$ cat src/rtl/hk_spi_slave_if.sv
// hk_spi_slave_if: SPI pin bundle plus the single-port register bus of the
// housekeeping SPI slave. The slave modport is the block's view; the master
// modport is the view of whatever drives the SPI pins and serves the registers.
interface hk_spi_slave_if;
    // SPI pins, asynchronous to the system clock.
    logic       spi_csb;
    logic       spi_sck;
    logic       spi_sdi;
    logic       spi_sdo;

    // Register interface; reg_rdata is a combinational function of reg_addr.
    logic [7:0] reg_addr;
    logic [7:0] reg_wdata;
    logic       reg_we;
    logic       reg_re;
    logic [7:0] reg_rdata;

    // Transfer status.
    logic       xfer_active;

    modport slave (
        input  spi_csb,
        input  spi_sck,
        input  spi_sdi,
        input  reg_rdata,
        output spi_sdo,
        output reg_addr,
        output reg_wdata,
        output reg_we,
        output reg_re,
        output xfer_active
    );

    modport master (
        output spi_csb,
        output spi_sck,
        output spi_sdi,
        output reg_rdata,
        input  spi_sdo,
        input  reg_addr,
        input  reg_wdata,
        input  reg_we,
        input  reg_re,
        input  xfer_active
    );
endinterface

$ cat src/rtl/hk_spi_slave.sv
// hk_spi_slave: housekeeping SPI slave, mode 0, MSB first.
// Oversamples csb/sck/sdi on clk, decodes a command / address / data byte
// protocol and drives a single-port register bus with auto-incrementing
// addresses.
//   cmd[7:6]: 10 write, 01 read, 11 read-write, 00 ignore rest of transfer.
// Optional feature macro: HK_SPI_STREAM_LIMIT_EN
//   defined   : cmd[5:3] = N (nonzero) limits the transfer to N data bytes.
//   undefined : cmd[5:3] is ignored; data streams until csb rises.
module hk_spi_slave #(
    parameter int SYNC_STAGES = 2   // legal values: 2 or 3
) (
    input  logic          clk,
    input  logic          resetn,
    hk_spi_slave_if.slave bus
);

    typedef enum logic [2:0] {
        ST_IDLE   = 3'd0,
        ST_CMD    = 3'd1,
        ST_ADDR   = 3'd2,
        ST_DATA   = 3'd3,
        ST_IGNORE = 3'd4
    } state_e;

    // ------------------------------------------------------------------
    // Input synchronizers and edge detection
    // ------------------------------------------------------------------
    logic [SYNC_STAGES-1:0] csb_sync_q;
    logic [SYNC_STAGES-1:0] sck_sync_q;
    logic [SYNC_STAGES-1:0] sdi_sync_q;
    // Marks which synchronizer stages hold real pin samples rather than
    // reset values, so a csb held low across reset is not taken as a fall.
    logic [SYNC_STAGES-1:0] vld_sync_q;
    logic                   csb_prev_q;
    logic                   sck_prev_q;

    logic csb_s;
    logic sck_s;
    logic sdi_s;
    logic vld_s;
    logic csb_rise;
    logic sck_rise;
    logic sck_fall;

    // Synchronizer chains plus one extra register stage for edge detection.
    always_ff @(posedge clk) begin
        if (!resetn) begin
            // NOTE: every stage gets a defined reset value (csb idle high,
            // sck/sdi low) so no false edge is detected as reset releases.
            csb_sync_q <= '1;
            sck_sync_q <= '0;
            sdi_sync_q <= '0;
            vld_sync_q <= '0;
            csb_prev_q <= 1'b1;
            sck_prev_q <= 1'b0;
        end else begin
            // NOTE: non-blocking assignments make each stage take the old
            // value of its neighbour; blocking ones would collapse the chain.
            csb_sync_q <= {csb_sync_q[SYNC_STAGES-2:0], bus.spi_csb};
            sck_sync_q <= {sck_sync_q[SYNC_STAGES-2:0], bus.spi_sck};
            sdi_sync_q <= {sdi_sync_q[SYNC_STAGES-2:0], bus.spi_sdi};
            vld_sync_q <= {vld_sync_q[SYNC_STAGES-2:0], 1'b1};
            csb_prev_q <= csb_sync_q[SYNC_STAGES-1];
            sck_prev_q <= sck_sync_q[SYNC_STAGES-1];
        end
    end

    assign csb_s    = csb_sync_q[SYNC_STAGES-1];
    assign sck_s    = sck_sync_q[SYNC_STAGES-1];
    assign sdi_s    = sdi_sync_q[SYNC_STAGES-1];
    assign vld_s    = vld_sync_q[SYNC_STAGES-1];
    assign csb_rise =  csb_s & ~csb_prev_q;
    assign sck_rise =  sck_s & ~sck_prev_q;
    assign sck_fall = ~sck_s &  sck_prev_q;

    // ------------------------------------------------------------------
    // Protocol state
    // ------------------------------------------------------------------
    state_e      state_q,     state_d;
    logic [2:0]  bitcnt_q,    bitcnt_d;
    logic [7:0]  rx_shift_q,  rx_shift_d;
    logic [7:0]  tx_shift_q,  tx_shift_d;
    logic [1:0]  mode_q,      mode_d;       // cmd[7:6]: [1] write, [0] read
    logic [7:0]  reg_addr_q,  reg_addr_d;
    logic [7:0]  reg_wdata_q, reg_wdata_d;
    logic        reg_we_q,    reg_we_d;
    logic        reg_re_q,    reg_re_d;
    logic        inc_pend_q,  inc_pend_d;   // address bump due in cycle E+1
    logic        xfer_act_q,  xfer_act_d;
    logic        armed_q,     armed_d;      // csb has been seen high since reset
`ifdef HK_SPI_STREAM_LIMIT_EN
    logic [2:0]  limit_q,     limit_d;      // 0 = unlimited
    logic [2:0]  bytecnt_q,   bytecnt_d;
`endif

    logic [7:0]  rx_byte;
    logic        byte_done;

    assign rx_byte   = {rx_shift_q[6:0], sdi_s};
    assign byte_done = sck_rise && (bitcnt_q == 3'd7);

    // State and datapath registers.
    always_ff @(posedge clk) begin
        if (!resetn) begin
            state_q     <= ST_IDLE;
            bitcnt_q    <= '0;
            rx_shift_q  <= '0;
            tx_shift_q  <= '0;
            mode_q      <= '0;
            reg_addr_q  <= '0;
            reg_wdata_q <= '0;
            reg_we_q    <= 1'b0;
            reg_re_q    <= 1'b0;
            inc_pend_q  <= 1'b0;
            xfer_act_q  <= 1'b0;
            armed_q     <= 1'b0;
`ifdef HK_SPI_STREAM_LIMIT_EN
            limit_q     <= '0;
            bytecnt_q   <= '0;
`endif
        end else begin
            state_q     <= state_d;
            bitcnt_q    <= bitcnt_d;
            rx_shift_q  <= rx_shift_d;
            tx_shift_q  <= tx_shift_d;
            mode_q      <= mode_d;
            reg_addr_q  <= reg_addr_d;
            reg_wdata_q <= reg_wdata_d;
            reg_we_q    <= reg_we_d;
            reg_re_q    <= reg_re_d;
            inc_pend_q  <= inc_pend_d;
            xfer_act_q  <= xfer_act_d;
            armed_q     <= armed_d;
`ifdef HK_SPI_STREAM_LIMIT_EN
            limit_q     <= limit_d;
            bytecnt_q   <= bytecnt_d;
`endif
        end
    end

    // Next-state logic: FSM transitions, shift registers and register strobes.
    always_comb begin
        // NOTE: every _d signal gets its hold value first so no path through
        // the case statement can leave one unassigned and infer a latch.
        state_d     = state_q;
        bitcnt_d    = bitcnt_q;
        rx_shift_d  = rx_shift_q;
        tx_shift_d  = tx_shift_q;
        mode_d      = mode_q;
        reg_addr_d  = reg_addr_q;
        reg_wdata_d = reg_wdata_q;
        reg_we_d    = 1'b0;
        reg_re_d    = 1'b0;
        inc_pend_d  = 1'b0;
        xfer_act_d  = xfer_act_q;
        armed_d     = armed_q | (vld_s & csb_s);
`ifdef HK_SPI_STREAM_LIMIT_EN
        limit_d     = limit_q;
        bytecnt_d   = bytecnt_q;
`endif

        if (csb_rise) begin
            // End of transfer wins over any sck edge in the same cycle; a
            // partial byte and any pending strobe are dropped.
            state_d    = ST_IDLE;
            bitcnt_d   = '0;
            tx_shift_d = '0;
            xfer_act_d = 1'b0;
        end else begin
            // Shifting is common to the three byte-receiving states. The fall
            // right after a byte's 8th rise does not shift, so a freshly
            // loaded read byte keeps its MSB for the next rise.
            if (state_q == ST_CMD || state_q == ST_ADDR || state_q == ST_DATA) begin
                if (sck_rise) begin
                    rx_shift_d = rx_byte;
                    bitcnt_d   = bitcnt_q + 3'd1;
                end
                if (sck_fall && (bitcnt_q != 3'd0)) begin
                    tx_shift_d = {tx_shift_q[6:0], 1'b0};
                end
            end

            case (state_q)
                ST_IDLE: begin
                    if (armed_q && !csb_s) begin
                        state_d    = ST_CMD;
                        bitcnt_d   = '0;
                        rx_shift_d = '0;
                        tx_shift_d = '0;
                        xfer_act_d = 1'b1;
`ifdef HK_SPI_STREAM_LIMIT_EN
                        bytecnt_d  = '0;
`endif
                    end
                end

                ST_CMD: begin
                    if (byte_done) begin
                        mode_d  = rx_byte[7:6];
`ifdef HK_SPI_STREAM_LIMIT_EN
                        limit_d = rx_byte[5:3];
`endif
                        state_d = (rx_byte[7:6] == 2'b00) ? ST_IGNORE : ST_ADDR;
                    end
                end

                ST_ADDR: begin
                    if (byte_done) begin
                        reg_addr_d = rx_byte;
                        reg_re_d   = mode_q[0];
                        state_d    = ST_DATA;
                    end
                end

                ST_DATA: begin
                    // The read strobe's cycle is also when reg_rdata is captured.
                    if (reg_re_q) begin
                        tx_shift_d = bus.reg_rdata;
                    end
                    if (inc_pend_q) begin
                        reg_addr_d = reg_addr_q + 8'd1;
                        reg_re_d   = mode_q[0];
                    end
                    if (byte_done) begin
                        if (mode_q[1]) begin
                            reg_we_d    = 1'b1;
                            reg_wdata_d = rx_byte;
                        end
                        inc_pend_d = 1'b1;
`ifdef HK_SPI_STREAM_LIMIT_EN
                        bytecnt_d = bytecnt_q + 3'd1;
                        if ((limit_q != 3'd0) && ((bytecnt_q + 3'd1) == limit_q)) begin
                            state_d    = ST_IGNORE;
                            inc_pend_d = 1'b0;
                        end
`endif
                    end
                end

                ST_IGNORE: begin
                    // Wait for csb to rise; sck activity is ignored.
                end

                default: begin
                    state_d = ST_IDLE;
                end
            endcase
        end
    end

    // ------------------------------------------------------------------
    // Outputs
    // ------------------------------------------------------------------
    assign bus.spi_sdo     = (state_q == ST_DATA) && mode_q[0] && tx_shift_q[7];
    assign bus.reg_addr    = reg_addr_q;
    assign bus.reg_wdata   = reg_wdata_q;
    assign bus.reg_we      = reg_we_q;
    assign bus.reg_re      = reg_re_q;
    assign bus.xfer_active = xfer_act_q;

endmodule

$ cat src/flat_wrapper.sv
// flat-port wrapper written by rule: the top's interface ports become plain ports
module hk_spi_slave_flat 
#(
    parameter int SYNC_STAGES = 2                          
)
  (clk, resetn, bus_spi_csb, bus_spi_sck, bus_spi_sdi, bus_reg_rdata, bus_spi_sdo, bus_reg_addr, bus_reg_wdata, bus_reg_we, bus_reg_re, bus_xfer_active);
  hk_spi_slave_if bus_i ();
  input  logic clk;
  input  logic resetn;
  input wire logic [$bits(bus_i.spi_csb)-1:0] bus_spi_csb;
  input wire logic [$bits(bus_i.spi_sck)-1:0] bus_spi_sck;
  input wire logic [$bits(bus_i.spi_sdi)-1:0] bus_spi_sdi;
  input wire logic [$bits(bus_i.reg_rdata)-1:0] bus_reg_rdata;
  output wire logic [$bits(bus_i.spi_sdo)-1:0] bus_spi_sdo;
  output wire logic [$bits(bus_i.reg_addr)-1:0] bus_reg_addr;
  output wire logic [$bits(bus_i.reg_wdata)-1:0] bus_reg_wdata;
  output wire logic [$bits(bus_i.reg_we)-1:0] bus_reg_we;
  output wire logic [$bits(bus_i.reg_re)-1:0] bus_reg_re;
  output wire logic [$bits(bus_i.xfer_active)-1:0] bus_xfer_active;
  assign bus_i.spi_csb = bus_spi_csb;
  assign bus_i.spi_sck = bus_spi_sck;
  assign bus_i.spi_sdi = bus_spi_sdi;
  assign bus_i.reg_rdata = bus_reg_rdata;
  assign bus_spi_sdo = bus_i.spi_sdo;
  assign bus_reg_addr = bus_i.reg_addr;
  assign bus_reg_wdata = bus_i.reg_wdata;
  assign bus_reg_we = bus_i.reg_we;
  assign bus_reg_re = bus_i.reg_re;
  assign bus_xfer_active = bus_i.xfer_active;
  hk_spi_slave #(.SYNC_STAGES(SYNC_STAGES)) u_core (.clk(clk), .resetn(resetn), .bus(bus_i));
endmodule
$ cat config.mk
export PLATFORM = sky130hd
export DESIGN_NAME = hk_spi_slave_flat
export DESIGN_NICKNAME = d
export VERILOG_FILES = /design/src/rtl/hk_spi_slave_if.sv /design/src/rtl/hk_spi_slave.sv /design/src/flat_wrapper.sv
export SDC_FILE = /design/constraint.sdc
export NUM_CORES = 1
export LEC_CHECK = 0
export ABC_AREA = 1
export BUFFER_PORTS_ARGS = -buffer_cell sky130_fd_sc_hd__buf_2
export CORE_AREA = 2 2 97 99
export DETAILED_ROUTE_END_ITERATION = 8
export DIE_AREA = 0 0 99 101
export PLACE_DENSITY = 0.55
export SETUP_SLACK_MARGIN = 0.5
export SLEW_MARGIN = 0
export SYNTH_ARGS = -nofsm -noshare
export SYNTH_HDL_FRONTEND = slang
export SYNTH_SLANG_ARGS = --single-unit
export TNS_END_PERCENT = 30
$ cat constraint.sdc
create_clock -name clk -period 2.4 [get_ports clk]
set_clock_uncertainty 0.05 [all_clocks]
set_input_delay 0.24 -clock clk [delete_from_list [all_inputs] [get_ports clk]]
set_output_delay 0.24 -clock clk [all_outputs]
set_load 0.01 [all_outputs]
==> results.yml, run 1 <==
cts:
  cts_resized: 0
  cts_made_buffers: 5
  cts-root-buf: "clkbuf_8"
  cts_tree: "yes"
  cts_max_level: 2
  clockBufferDepth: 2
  cts_hold_buf: 0
  cts_sinks: 54
  postCtsSetupRepairBufs: 0
  path_clk_slew_ns: 0.11
  clk_latency_ns: 0.32
die:
  io_pins: 33
  start_util_pct: 27.40
  dieArea_sq_mm: 0.009999
  rows: 35
  die_w_microns: 99
  die_h_microns: 101
  core-area_sq_mm: 0.008977
critical_path:
  crit_type: "flip-flop to output pin"
  critPathCapture: "bus_spi_sdo"
  cp.depth: 3
  r2r_cells: 8
  cp.required_ns: 2.11
  cp-end-kind: "output pin"
  startpoint_type: "flip-flop"
  cp_top_family: "flip-flops"
  path_cells: "nand3_4 -> nor3_1 -> buf_2"
  crit_path_max_fanout: 12
  cpMaxStageDelayCell: "dfxtp_1"
  crit_buf_inv: 1
  reg2reg_to: "u_core.bus.reg_addr[2]"
  reg2reg_from: "u_core.bitcnt_q[0]"
  slowest_delay_ns: 0.55
  cp-startpoint: "u_core.state_q[1]"
  ff2ff_setup_slack_ns: 0.70
  arrival_ns: 1.46
routing:
  dr.pass1.iters: 4
  vias_per_cell: 4.468
  first_iter_violations: 77
  vias: 2176
  wire_per_inst_microns: 10.87
  drc: 0
  ant_nets: 0
  finalWirelength_microns: 5296
pwr:
  peakVddDrop_mv: 0.3202
  p_per_area_mw_per_mm2: 727.8
  p_leak_nw: 1.253
  finalPower_mw: 2.046
logic_synthesis:
  yosysTopAreaCell: "dfxtp_1"
  syn_nets: 361
  synth_top_area_share_pct: 43.95
  ys_warn_count: 0
  synth_edf_count: 0
  synth_seq_cells: 54
  seq_area_frac_synth_pct: 43.95
  ys_async_sr_fraction_pct: 0
  synth_ff_type: "dfxtp_1"
  synth.most_common_cell: "nand2_1"
  synth_cells: 344
  syn_area_sq_mm: 0.002460
  synth.distinct_cells: 28
  synth_area_leaders: "dfxtp_1, nand2_1, nor2_1"
  syn_avg_cell_area_sq_um: 7.151
  yosys-top-cells-count: "nand2_1, dfxtp_1, nor2_1, inv_1, nand3_1"
sta:
  fin_crit_sh_pct: 72.96
  period_needed_ns: 1.751
  finalMaxSlewViolations: 0
  hold-worst-slack_ns: 0.03957
  hold_viol_final: 0
  slew_headroom_pct: 71.86
  fmax_ghz: 0.5711
  final-setup-viol-count: 0
  worstMarginPinSlew_ns: 0.4206
  tns_ns: 0
  timing.final.ws_setup_ns: 0.6490
  rsz0062_at_grt: "no"
final_layout:
  syn_to_final_growth_pct: 14.29
  final_nets: 392
  fin_cells: 487
  drive_gt1_share_pct: 19.68
  postLayoutCellArea_sq_mm: 0.002811
  fin_util_pct: 31.32
  n_antenna_cell: 0
outcome:
  outcome: "complete, no violations"
placed_design:
  dp_hpwl_microns: 3891
  numPortBuffers: 32
  place.gp.congestion: 0.8050
  post-place-ws_ns: 0.6274
  dpl_cell_area_sq_mm: 0.002709
  dp.cells: 479
flow_run:
  drv_cap: 0
global_routing:
  overflow: 0
  grt_max_degree: 25
  grt_use_total_pct: 11.43
  grt_pass1_vias: 2154
  antenna_found_initial: 0
  grt_pass1_wl_microns: 9342
hold_path:
  hp-class: "primary input to flip-flop"
metal layers:
metal | routed length (microns) | global-route usage [%]
met4 | 65 | 3.161
met3 | 262 | 3.606
met1 | 2507 | 13.77
met5 | 0 | 0
met2 | 2459 | 19.65
flip-flops by register name, summed over array words and instances (netlist names), 3 cells and up:
signal	flops
u_core.bus.reg_wdata	8
u_core.tx_shift_q	8
u_core.bitcnt_q	3
u_core.rx_shift_q	7
u_core.state_q	3
u_core.bus.reg_addr	8
how the worst min path moves through the flow:
stage	from	endpoint	slack, ns	cells past startpoint
finish	bus_spi_sdi	u_core.sdi_sync_q[0]	0.04	3
global route	bus_spi_sdi	u_core.sdi_sync_q[0]	0.04	3
CTS	bus_spi_sdi	u_core.sdi_sync_q[0]	0.03	3
detailed placement	u_core.csb_sync_q[0]	u_core.csb_sync_q[1]	0.35	1
global placement	u_core.vld_sync_q[0]	u_core.vld_sync_q[1]	0.34	2
floorplan	resetn	u_core.vld_sync_q[0]	0.22	0
worst register-to-register path: cells and delay by family, from the launching register on:
kind	cells	cell delay (ns)
adder cells (fa/ha/maj)	2	0.39
AO/OA/AOI/OAI	1	0.19
flip-flops	1	0.34
AND/OR/NAND/NOR	4	0.52
buffers and inverters	1	0.11
cell type report:
| cell class | instances | area [sq um] |
|---|---|---|
| fill | 996 | 6166 |
| multi-input combinational | 235 | 1156 |
| sequential | 54 | 1081 |
| inverter | 46 | 172.7 |
| timing repair buffer | 33 | 167.7 |
| tap | 111 | 138.9 |
| clock buffer | 5 | 68.82 |
| clock inverter | 3 | 26.28 |
logic make-up (layout without fill, tap and decap cells):
group	after synthesis	after routing	share of synthesized area, %
compound gates	45	45	10.27
fa+ha+maj	4	4	2.035
buf+inv	55	87	9.359
flops	54	54	43.95
simple gates	186	186	34.39
cells in the final DEF (no fill, tap or decap), types with 3 or more instances in the layout:
master and instances:
clkbuf_8 5, nor3b_1 4, o21ai_0 15, inv_2 6, nand2_1 74, nor3b_2 3
nor3_1 4, inv_6 3, inv_1 40, dfxtp_1 54, nand2_2 7, nor2_1 53
nor2_2 8, ha_1 4, nand3_1 25, a21oi_1 21, buf_2 32
power by group:
| group | total (mW) | switching (mW) | internal, mW | leakage, nW |
|---|---|---|---|---|
| combinational | 0.456 | 0.293 | 0.164 | 0.765 |
| clock | 0.545 | 0.328 | 0.217 | 0.0495 |
| sequential | 1.04 | 0.0834 | 0.961 | 0.439 |
No activity file was read; power rests on OpenSTA's default activity.
==> run 2, diff against run 1 <==
--- a/config.mk
+++ b/config.mk
@@ -5,12 +5,12 @@
 export SDC_FILE = /design/constraint.sdc
 export NUM_CORES = 1
 export LEC_CHECK = 0
-export ABC_AREA = 1
+export ABC_AREA = 0
 export BUFFER_PORTS_ARGS = -buffer_cell sky130_fd_sc_hd__buf_2
-export CORE_AREA = 2 2 97 99
+export CORE_AREA = 2 2 94 96
 export DETAILED_ROUTE_END_ITERATION = 8
-export DIE_AREA = 0 0 99 101
-export PLACE_DENSITY = 0.55
+export DIE_AREA = 0 0 96 98
+export PLACE_DENSITY = 0.57
 export SETUP_SLACK_MARGIN = 0.5
 export SLEW_MARGIN = 0
 export SYNTH_ARGS = -nofsm -noshare
==> constraint.sdc (replaced) <==
create_clock -name clk -period 1.4 [get_ports clk]
set_clock_uncertainty 0.05 [all_clocks]
set_input_delay 0.14 -clock clk [delete_from_list [all_inputs] [get_ports clk]]
set_output_delay 0.14 -clock clk [all_outputs]
set_load 0.01 [all_outputs]
==> results.yml, run 2 <==
outcome:
  outcome: "complete, but fails checks"
  failed_checks: "setup timing"
flow_run:
  drv_cap: 0
sta:
  final-setup-viol-count: 41
  fmax_ghz: 0.5805
  slew_headroom_pct: 78.92
  fin_crit_sh_pct: 123.1
  worstMarginPinSlew_ns: 0.3155
  rsz0062_at_grt: "yes"
  tns_ns: -8.670
  finalMaxSlewViolations: 0
  timing.final.ws_setup_ns: -0.3227
  period_needed_ns: 1.723
  hold-worst-slack_ns: 0.05085
  hold_viol_final: 0
final_layout:
  final_nets: 345
  drive_gt1_share_pct: 39.82
  n_antenna_cell: 0
  final_cell_mix: "dfxtp_1, buf_4, buf_2"
  fin_cells: 437
  syn_to_final_growth_pct: 48.81
  fin_util_pct: 40.60
  layout_commonest_cell: "dfxtp_1"
routing:
  ant_nets: 0
  drc: 0
  finalWirelength_microns: 5559
  dr.pass1.iters: 4
  vias_per_cell: 4.632
  first_iter_violations: 74
  vias: 2024
  wire_per_inst_microns: 12.72
cts:
  cts_made_buffers: 5
  cts-root-buf: "clkbuf_8"
  clockBufferDepth: 2
  cts_max_level: 2
  cts_tree: "yes"
  cts_sinks: 54
  path_clk_slew_ns: 0.11
  clk_latency_ns: 0.32
critical_path:
  crit_buf_inv: 4
  cp.required_ns: 1.21
  cp_top_family: "buffers and inverters"
  crit_path_max_fanout: 3
  cp.depth: 6
  reg2reg_to: "u_core.bus.reg_addr[0]"
  slowest_delay_ns: 0.37
  startpoint_type: "flip-flop"
  ff2ff_setup_slack_ns: -0.32
  cp-end-kind: "output pin"
  path_cells: "buf_6 -> and3b_2 -> buf_6 -> buf_6 -> and3_4 -> buf_6"
  reg2reg_from: "u_core.bitcnt_q[1]"
  cpMaxStageDelayCell: "dfxtp_4"
  r2r_cells: 7
  arrival_ns: 1.53
  cpMostUsedCell: "buf_6"
  crit_type: "flip-flop to output pin"
logic_synthesis:
  ys_async_sr_fraction_pct: 0
  syn_avg_cell_area_sq_um: 9.871
  synth.distinct_cells: 41
  synth_area_leaders: "dfxtp_1, mux2i_1, nor2b_1"
  yosysTopAreaCell: "dfxtp_1"
  synth.most_common_cell: "dfxtp_1"
  ys_warn_count: 0
  seq_area_frac_synth_pct: 46.80
  synth_cells: 234
  synth_top_area_share_pct: 46.80
  yosys-top-cells-count: "dfxtp_1, mux2i_1, nand2_1, nor2_1"
  synth_edf_count: 0
  syn_nets: 251
  synth_ff_type: "dfxtp_1"
  syn_area_sq_mm: 0.002310
  synth_seq_cells: 54
die:
  rows: 34
  io_pins: 33
  dieArea_sq_mm: 0.009408
  die_h_microns: 98
  die_w_microns: 96
  start_util_pct: 27.28
  core-area_sq_mm: 0.008466
placed_design:
  post-place-ws_ns: -0.4190
  dp.cells: 408
  dp_hpwl_microns: 3982
  numPortBuffers: 32
  place.gp.congestion: 0.9010
global_routing:
  antenna_found_initial: 0
  grt_max_degree: 26
  grt_pass1_vias: 1988
  grt_pass1_wl_microns: 9439
  overflow: 0
  grt_use_total_pct: 12.65
hold_path:
  min_from: "bus_reg_rdata[0]"
  holdPathEnd: "u_core.tx_shift_q[0]"
  hold_depth: 3
  hp-class: "primary input to flip-flop"
pwr:
  p_leak_nw: 1.381
  peakVddDrop_mv: 0.5942
  p_per_area_mw_per_mm2: 757.8
[run 2: changes by cell type in the layout (fill, tap and decap cells not counted), moves of 21 or more]
| cell | before | now |
|---|---|---|
| buf_4 | 1 | 40 |
| nor2_1 | 53 | 15 |
| mux2i_1 | 0 | 24 |
| nand3_1 | 25 | 4 |
| inv_1 | 40 | 4 |
| nand2_1 | 74 | 15 |
[run 2: cell families after synthesis]
group,after synthesis,share of synthesized area (%)
adder cells (fa/ha/maj),4,2.167
flip-flops,54,46.80
multiplexers,25,10.83
XOR/XNOR,1,0.3793
AND/OR/NAND/NOR,94,24.11
AO/OA/AOI/OAI,42,13.22
buffers and inverters,14,2.492
[run 2: power breakdown]
group | switching, mW | internal [mW] | total, mW
combinational | 0.0613 | 0.0797 | 0.141
sequential | 0.00832 | 1.55 | 1.55
clock | 0.551 | 0.359 | 0.909
[run 2: routing by layer]
layer | GRT usage (%) | up-vias | wire length [microns]
met2 | 19.93 | 31 | 2665
met5 | 0 | - | 0
li1 | - | 1030 | -
met1 | 16.73 | 954 | 2590
met3 | 2.238 | 9 | 193
met4 | 5.604 | 0 | 110
[run 2: final cells by class]
cell class / instances / area (sq um)
clock buffers: 5 / 68.82
clock inverters: 3 / 23.77
fillers: 816 / 5029
inverters: 6 / 22.52
multi-input cells: 166 / 1353
flip-flops and latches: 54 / 1097
well taps: 108 / 135.1
repair buffers: 95 / 737.0
[run 2: per-stage QoR]
step | area (sq um) | total power [mW]
6_report | 3437 | 2.605
5_1_grt | 3437 | 2.715
4_1_cts | 3357 | 2.626
3_5_place_dp | 2945 | 1.693
3_3_place_gp | 2945 | 1.693
2_1_floorplan | 2351 | 1.639
[run 2: worst register-to-register path, stage by stage, from the launching register on]
cell       delay (ns)
dfxtp_4          0.38
ha_4             0.14
ha_4             0.13
nand4bb_4        0.14
a2111oi_4        0.37
buf_4            0.20
and3_1           0.17
o31a_1           0.12
[run 2: what timing repair did]
item	4_1_cts	5_1_grt
pin swaps	16	9
buffers inserted	8	3
hold endpoints to repair	10	0
hold buffers	10	0
gates resized for setup	46	10
setup endpoints to repair	63	63
[run 2: how the worst max path moves through the flow]
stage,from,slack (ns),to
floorplan,u_core.bitcnt_q[1],-0.37,u_core.bus.reg_addr[0]
global placement,u_core.bitcnt_q[0],-0.36,u_core.tx_shift_q[5]
detailed placement,u_core.bitcnt_q[0],-0.42,u_core.tx_shift_q[5]
CTS,u_core.bitcnt_q[1],-0.34,u_core.bus.reg_addr[0]
global route,u_core.bitcnt_q[1],-0.42,u_core.bus.reg_addr[0]
finish,u_core.state_q[0],-0.32,bus_spi_sdo
==> run 3, diff against run 2 <==
--- a/config.mk
+++ b/config.mk
@@ -7,11 +7,12 @@
 export LEC_CHECK = 0
 export ABC_AREA = 0
 export BUFFER_PORTS_ARGS = -buffer_cell sky130_fd_sc_hd__buf_2
-export CORE_AREA = 2 2 94 96
+export CORE_AREA = 2 2 71 73
 export DETAILED_ROUTE_END_ITERATION = 8
-export DIE_AREA = 0 0 96 98
-export PLACE_DENSITY = 0.57
+export DIE_AREA = 0 0 73 75
+export PLACE_DENSITY = 0.84
 export SETUP_SLACK_MARGIN = 0.5
+export SKIP_CTS_REPAIR_TIMING = 1
 export SLEW_MARGIN = 0
 export SYNTH_ARGS = -nofsm -noshare
 export SYNTH_HDL_FRONTEND = slang
==> results.yml, run 3 (synthesis gave the netlist of run 2 again) <==
critical_path:
  crit_path_max_fanout: 3
  cpMaxStageDelayCell: "dfxtp_4"
  crit_buf_inv: 3
  cp.required_ns: 1.54
  path_cells: "inv_1 -> ha_2 -> nor2b_4 -> buf_4 -> nor4b_4 -> buf_4 -> mux2i_2 -> o2bb2ai_1"
  slowest_delay_ns: 0.38
  crit_type: "flip-flop to flip-flop"
  startpoint_type: "flip-flop"
  cp-end-kind: "flip-flop"
  cpMostUsedCell: "buf_4"
  cp_top_family: "simple AND/OR/NAND/NOR gates"
  arrival_ns: 1.93
sta:
  tns_ns: -8.546
  rsz0062_at_grt: "yes"
  timing.final.ws_setup_ns: -0.3906
  hold_viol_final: 1
  finalMaxSlewViolations: 0
  fin_crit_sh_pct: 127.9
  worstMarginPinSlew_ns: 0.3973
  hold-worst-slack_ns: -0.009990
  period_needed_ns: 1.791
  fmax_ghz: 0.5585
  slew_headroom_pct: 72.83
  final-setup-viol-count: 41
final_layout:
  final_cell_mix: "dfxtp_1, buf_4, buf_2"
  multiInputGateArea_sq_mm: 0.001306
  register_area_sq_mm: 0.001101
  final_nets: 333
  fin_util_pct: 69.15
  syn_to_final_growth_pct: 39.54
  drive_gt1_share_pct: 36.59
  fill_cells: 313
  postLayoutCellArea_sq_mm: 0.003223
  n_antenna_cell: 0
  fin_cells: 371
  layout_commonest_cell: "dfxtp_1"
cts:
  cts_sinks: 54
  clk_latency_ns: 0.30
  cts_tree: "yes"
  clockBufferDepth: 2
  path_clk_slew_ns: 0.09
  cts_max_level: 2
  cts-root-buf: "clkbuf_8"
  cts_made_buffers: 5
global_routing:
  overflow: 0
  grt_pass1_vias: 1782
  grt_max_degree: 28
  grt_pass1_wl_microns: 8342
  grt_use_total_pct: 19.75
  antenna_found_initial: 0
pwr:
  peakVddDrop_mv: 0.7096
  p_per_area_mw_per_mm2: 840.8
  p_leak_nw: 1.327
routing:
  wl_met3_microns: 322
  dr_wl_met2_microns: 2815
  dr.pass1.iters: 4
  met1_length_microns: 2540
  finalWirelength_microns: 5860
  top_layer_used: "met4"
  vias_per_cell: 5.550
  wire_per_inst_microns: 15.80
  first_iter_violations: 119
  vias: 2059
  drc: 0
  ant_nets: 0
die:
  dieArea_sq_mm: 0.005475
  io_pins: 33
  die_w_microns: 73
  rows: 25
  core-area_sq_mm: 0.004661
  die_h_microns: 75
  start_util_pct: 49.56
outcome:
  failed_checks: "hold timing, setup timing"
  outcome: "complete, but fails checks"
placed_design:
  dp.cells: 351
  numPortBuffers: 32
  dp_hpwl_microns: 3905
  dpl_cell_area_sq_mm: 0.002855
  place.gp.congestion: 0.9640
flow_run:
  drv_cap: 0
hold_path:
  hp-class: "primary input to flip-flop"
run 3: changes by cell type in the layout (fill, tap and decap cells not counted), sizes merged:
cell         before  now
buf              85   74
dlygate4sd3      10    9
clkinvlp          2    1
clkbuf            5    6
bufinv            0    1
inv               7    6
run 3: final timing paths:
path / startpoint / end / slack, ns / cells past startpoint
max: u_core.bitcnt_q[1] / u_core.tx_shift_q[6] / -0.39 / 8
min: bus_reg_rdata[6] / u_core.tx_shift_q[6] / -0.01 / 2
max reg2reg: u_core.bitcnt_q[1] / u_core.tx_shift_q[6] / -0.39 / 8
min reg2reg: u_core.csb_sync_q[0] / u_core.csb_sync_q[1] / 0.37 / 1
run 3: report_power, final:
group / switching (mW) / total, mW / internal [mW]
clock network: 0.496 / 1.03 / 0.534
logic: 0.0577 / 0.127 / 0.0689
registers: 0.0108 / 1.55 / 1.54
total: 0.565 / 2.71 / 2.15
run 3: metrics by stage:
step	total power [mW]	worst slack, ns
floorplan	1.639	-0.3701
global placement	1.685	-0.3474
detailed placement	1.689	-0.3842
CTS	2.706	-0.5699
global route	2.796	-0.4643
finish	2.710	-0.3906
run 3: cell type report:
cell class / instances / share of cell area, %
multi-input cells: 166 / 40.53
clock buffers: 6 / 2.252
repair buffers: 83 / 19.10
clock inverters: 2 / 1.165
well taps: 54 / 2.096
flip-flops and latches: 54 / 34.16
inverters: 6 / 0.6988
run 3: per-layer routing:
layer | track usage (%) | vias to the layer above
li1 | - | 997
met1 | 26.28 | 975
met2 | 32.33 | 70
met3 | 3.481 | 17
met4 | 7.202 | 0
met5 | 0 | -
